$ cat src/rtl/rotating_led_ctrl.sv
`default_nettype none
// ============================================================================
// Module   : rotating_led_ctrl
// Purpose  : Advances a square around a loop on a 4-digit seven-segment
//            display, paced by a divided tick, with direction, pause and
//            single-step controls.
// Revision : 1.0 - initial release
// ============================================================================
module rotating_led_ctrl #(
    parameter int SPEED_W = 4
) (
    input  logic               clk,
    input  logic               reset,
    input  logic               tick_i,
    input  logic               en_i,
    input  logic               cw_i,
    input  logic [SPEED_W-1:0] speed_i,
    input  logic               step_i,
    output logic [2:0]         pos_o,
    output logic [3:0]         an_o,
    output logic [7:0]         sseg_o,
    output logic               step_pulse_o
);

    localparam logic [7:0] C_SSEG_UPPER = 8'h9C;
    localparam logic [7:0] C_SSEG_LOWER = 8'hA3;

    logic [2:0]         pos_q, pos_d;
    logic [SPEED_W-1:0] div_cnt_q, div_cnt_d;
    logic               step_pulse_q, step_pulse_d;
    logic               w_advance;
    logic [1:0]         w_digit;

    always_ff @(posedge clk or posedge reset) begin
        if (reset) begin
            pos_q        <= 3'd0;
            div_cnt_q    <= '0;
            step_pulse_q <= 1'b0;
        end else begin
            pos_q        <= pos_d;
            div_cnt_q    <= div_cnt_d;
            step_pulse_q <= step_pulse_d;
        end
    end

    // en selects the advance source, so tick and step can never both act.
    always_comb begin
        pos_d     = pos_q;
        div_cnt_d = div_cnt_q;
        w_advance = 1'b0;
        if (en_i) begin
            if (tick_i) begin
                if (div_cnt_q >= speed_i) begin
                    div_cnt_d = '0;
                    w_advance = 1'b1;
                end else begin
                    div_cnt_d = div_cnt_q + SPEED_W'(1);
                end
            end
        end else if (step_i) begin
            w_advance = 1'b1;
        end
        if (w_advance) begin
            pos_d = cw_i ? pos_q + 3'd1 : pos_q - 3'd1;
        end
        step_pulse_d = w_advance;
    end

    // Lower half of the loop runs right-to-left: digit = 7 - pos = ~pos[1:0].
    assign w_digit      = pos_q[2] ? ~pos_q[1:0] : pos_q[1:0];
    assign an_o         = ~(4'b0001 << w_digit);
    assign sseg_o       = pos_q[2] ? C_SSEG_LOWER : C_SSEG_UPPER;
    assign pos_o        = pos_q;
    assign step_pulse_o = step_pulse_q;

endmodule
`default_nettype wire
$ cat config.mk
export PLATFORM = sky130hd
export DESIGN_NAME = rotating_led_ctrl
export DESIGN_NICKNAME = d
export VERILOG_FILES = /design/src/rtl/rotating_led_ctrl.sv
export SDC_FILE = /design/constraint.sdc
export NUM_CORES = 1
export LEC_CHECK = 0
export ABC_AREA = 1
export BUFFER_PORTS_ARGS = -buffer_cell sky130_fd_sc_hd__buf_2
export CELL_PAD_IN_SITES_DETAIL_PLACEMENT = 1
export CELL_PAD_IN_SITES_GLOBAL_PLACEMENT = 1
export CORE_ASPECT_RATIO = 1.5
export CORE_MARGIN = 5
export CORE_UTILIZATION = 29
export CTS_BUF_LIST = sky130_fd_sc_hd__clkbuf_16
export CTS_CLUSTER_SIZE = 28
export DETAILED_ROUTE_END_ITERATION = 16
export GPL_TIMING_DRIVEN = 0
export PLACE_DENSITY = 0.78
export SLEW_MARGIN = 20
export SYNTH_ARGS = -nofsm -noshare
export SYNTH_HDL_FRONTEND = slang
export SYNTH_SLANG_ARGS = --single-unit
$ cat constraint.sdc
create_clock -name clk -period 1.3 [get_ports clk]
set_input_delay 0.065 -clock clk [delete_from_list [all_inputs] [get_ports clk]]
set_output_delay 0.065 -clock clk [all_outputs]
set_load 0.005 [all_outputs]
Word level (Yosys, flattened, before mapping)
Cells that the tools add are included.
{ "word_totals": {"reg_bits": 8, "out_inout_bits": 16} }
{ "classes": {"n_mux": 8, "order_cmp": 1, "n_shift": 1, "n_reduce_logical": 1, "bitwise": 2, "add_sub_neg": 3} }
{ "op_table": {"columns": ["operator", "count"], "rows": [
  ["6-bit 2-to-1 mux", 1],
  ["4-bit by 1-bit adder with 4-bit output, second input constant", 1],
  ["4-bit greater-or-equal comparator", 1],
  ["1-bit 2-to-1 mux", 4],
  ["4-bit 2-to-1 mux", 1],
  ["4-bit NOT", 1],
  ["1-bit by 2-bit << shifter with 4-bit output, first input constant", 1],
  ["3-bit by 1-bit adder with 3-bit output, second input constant", 1],
  ["3-bit 2-to-1 mux", 1],
  ["3-bit by 1-bit subtractor with 3-bit output, second input constant", 1],
  ["2-bit 2-to-1 mux", 1],
  ["2-bit NOT", 1],
  ["2-bit AND reduction", 1]
]} }

Depth between registers and ports, before layout
{ "depth": {"word_depth": 4, "ltp_mapped": 11, "ltp_nobuf": 11} }

Least setup slack after synthesis
OpenSTA, ideal clock, no wires.
{ "synth_path": {"path_kind": "register to register", "startpoint": "register div_cnt_q[3]", "endpoint": "register pos_q[1] (netlist: pos_o[1])", "path_buffers": 0, "synth_period_minus_slack_ns": 1.289, "t_required_ns": 1.183, "setup_time_ns": 0.117, "path_slack_ns": 0.011, "path_stages_with_launch": 8, "arrival_time_ns": 1.172, "cell_sequence": "dfrtp_1 ha_1 a21oi_2 nand3_2 nand2_4 nand2_4 nand2_1 nand2_1"} }
{ "synth_via": {"elab_chain_cells": 4} }
{ "synth_rtl": {"columns": ["element", "line", "source"], "rows": [
  ["start: declaration", "29", "logic [SPEED_W-1:0] div_cnt_q, div_cnt_d;"],
  ["start signal: assignment", "41", "div_cnt_q <= div_cnt_d;"],
  ["4-bit greater-or-equal comparator", "53", "if (div_cnt_q >= speed_i) begin"],
  ["1-bit 2-to-1 mux", "53", null],
  ["1-bit 2-to-1 mux", "52", "if (tick_i) begin"],
  ["1-bit 2-to-1 mux", "51", "if (en_i) begin"],
  ["named net step_pulse_d", "30", "logic step_pulse_q, step_pulse_d;"],
  ["end signal: assignment", "40", "pos_q <= pos_d;"],
  ["end: declaration", "28", "logic [2:0] pos_q, pos_d;"]
]} }
The timed path passes the listed nets, and every way through them passes these cells.
A chain may end at the register's enable or synchronous reset.

Worst setup path in the final report
Ends and elaborated chain as after synthesis.

==> metrics.txt <==
DR vias=approximately 620; PortBufs=23; ant diodes=0; CP Capture Type=flip-flop; overflow left after global routing=0; total CTS buffers=3; Seq/Total Area, Yosys=a little under a third; num rows=20; CTS tree=built; WP buf/inv=0; status=complete, but fails checks; TritonCTS Sinks=8; VDD IR max=around 1.1 mV; failing checks=setup timing; Mapped Area=634 sq um; clk buf depth=2; number of setup violations in the final report=3; GPL Wtd Cong=0.711; critical path data arrival time=1.48 ns; final slew viol count=0; post-DR wirelength/cell=13.8 um; cell mode on critical path=nand2_4; final core occ=51.6%; slowest stage cell, crit path=dfrtp_1; final hold vios=0; hold_sp=tick_i; crit path max fanout=5; Yosys warnings=0; period utilisation layout=104%; total of max-cap violations=0; DIE HEIGHT=between 60 and 70 um; drt initial violations=5; Clk Latency, worst-skew pair=0.24 ns; worst hold slack=0.190 ns; Root Driver=clkbuf_16; net count after synthesis=97; Placed Area=777 sq um; largest net degree at the start of global routing=9; P&R area growth vs syn=67.1%; global-route total usage across every layer=13.5%; PD cells=2700 mW/mm^2; Core Box Area=slightly above 0.002 sq mm; Reg2Reg Depth=7; Leak=0.581 nW; kind of cell adding the most delay to the critical path=simple AND/OR/NAND/NOR gates; vias in the first global route=approximately 710; Final TNS setup=-0.114 ns; RSZ-0062 raised after global routing=true; routed wire length=1920 um; first-pass GRT wire length=roughly 3000 um; r2r endpoint=pos_o[1]; hold worst-path end=div_cnt_q[1]; DRC=0; RR Startpoint=div_cnt_q[3]; Starting Density=30.9%; Syn Area/Cell=roughly 8 sq um; Non-Filler Instances=about 140; die area=~0.0032 sq mm; WP data required=1.42 ns; Final Power=2.86 mW; Layout Nets=135; critical-path cell list=ha_4 > a21oi_4 > nand3_4 > nand2_4 > nand2_4 > nand2_2 > nand2_1; slowest stage delay, CP=0.40 ns; FF-to-FF setup slack=-0.05 ns; vias per cell=around 4.4; final instance area=roughly 0.0011 sq mm; pre-CTS setup slack=-0.119 ns; hold depth=4; min cycle time layout=1.35 ns; Highest Clock Rate=around 740 MHz; post-route ant nets=0; DR pass1 iterations=4; die width=48.2 um; element type at the critical path start=flip-flop; Hold Crit Class=in2reg; worst setup margin=-0.0534 ns; Post-Synthesis Cells=81; share of layout cells above drive strength 1=56.4%; clk slew on worst S/H paths=0.04 ns; Synth cell types=18; I/O pin total=26; dpl cells=126; initial antenna violation count=0; Worst Skew=0.00169 ns; Yosys reg bits=8; Setup CP Type=reg2reg; DPL Wire Length=1230 um; H-tree levels=1
worst reg2reg max path, cell delays in order, from the launching register on:
cell	delay, ns
dfrtp_1	0.40
ha_4	0.27
a21oi_4	0.15
nand3_4	0.10
nand2_4	0.10
nand2_4	0.08
nand2_2	0.08
nand2_1	0.05
area by class of cell:
class / count / area (sq um)
fillers: 250 / 992
multi-input cells: 49 / 440
flip-flops and latches: 8 / 200
repair buffers: 33 / 193
clock buffers: 3 / 75.1
plain buffers: 8 / 63.8
inverters: 16 / 60.1
well taps: 22 / 27.5
kinds of logic after synthesis:
group	share of synthesized area [%]
and+or+nand+nor	23.5
buffers and inverters	19.5
DFF	31.6
xor gates and xnor gates	8.28
adders and majority gates	13.0
AOI/OAI and AO/OA	2.96
other	1.18
layer usage:
metal	global-route usage [%]	vias to the layer above	part of all wire, %
met2	24.5	18	57
met5	0	-	0
li1	-	304	-
met4	7.41	0	2.0
met1	12.8	293	36
met3	3.20	3	4.7
placed cells by master (no fill, tap or decap), drive strengths merged:
cell type    count
o21ai            2
dlygate4sd3      1
buf             40
fa               1
nand4            1
conb             2
xnor2            4
clkbuf           3
ha               5
nand2           23
xor2             2
inv             16
nor2             3
dfrtp            8
a21oi            1
nand3            5
Yosys cell counts, drive strengths merged:
| library cell | n | area (sq um) |
|---|---|---|
| nand2 | 23 | 101 |
| xor2 | 2 | 17.5 |
| xnor2 | 4 | 35.0 |
| fa | 1 | 20.0 |
| conb | 2 | 7.51 |
| dfrtp | 8 | 200 |
| nand4 | 1 | 6.26 |
| o21ai | 2 | 10.0 |
| nand3 | 5 | 30.0 |
| a21oi | 1 | 8.76 |
| buf | 8 | 63.8 |
| nor2 | 3 | 11.3 |
| ha | 5 | 62.6 |
| inv | 16 | 60.1 |
how the worst max path moves through the flow:
stage / from / to / slack (ns) / cells past startpoint
final: div_cnt_q[3] / pos_o[1] / -0.05 / 7
after global routing: div_cnt_q[1] / pos_o[1] / -0.11 / 9
after CTS: div_cnt_q[1] / pos_o[1] / -0.07 / 9
after detailed placement: div_cnt_q[3] / pos_o[2] / -0.12 / 7
after global placement: div_cnt_q[3] / pos_o[2] / -0.08 / 7
after floorplan: div_cnt_q[3] / pos_o[1] / 0.01 / 7
sequential cells by signal, indices dropped and copies added, names as in the netlist:
register,count
div_cnt_q,4
pos_o,3
step_pulse_o,1
power breakdown:
part | switching [mW] | internal [mW] | total [mW]
Sequential | 0.157 | 0.361 | 0.518
Combinational | 0.833 | 0.978 | 1.81
Clock | 0.136 | 0.398 | 0.534
timing repair:
| item | in CTS | in global routing |
|---|---|---|
| gates cloned | 0 | 0 |
| hold buffers | 1 | 0 |
| gates resized for setup | 7 | 18 |
| buffers inserted | 5 | 4 |
| pin swaps | 1 | 12 |
| endpoints found under the hold margin | 8 | 0 |
| endpoints found under the setup margin | 11 | 12 |
Power figures use the tool's default switching activity.
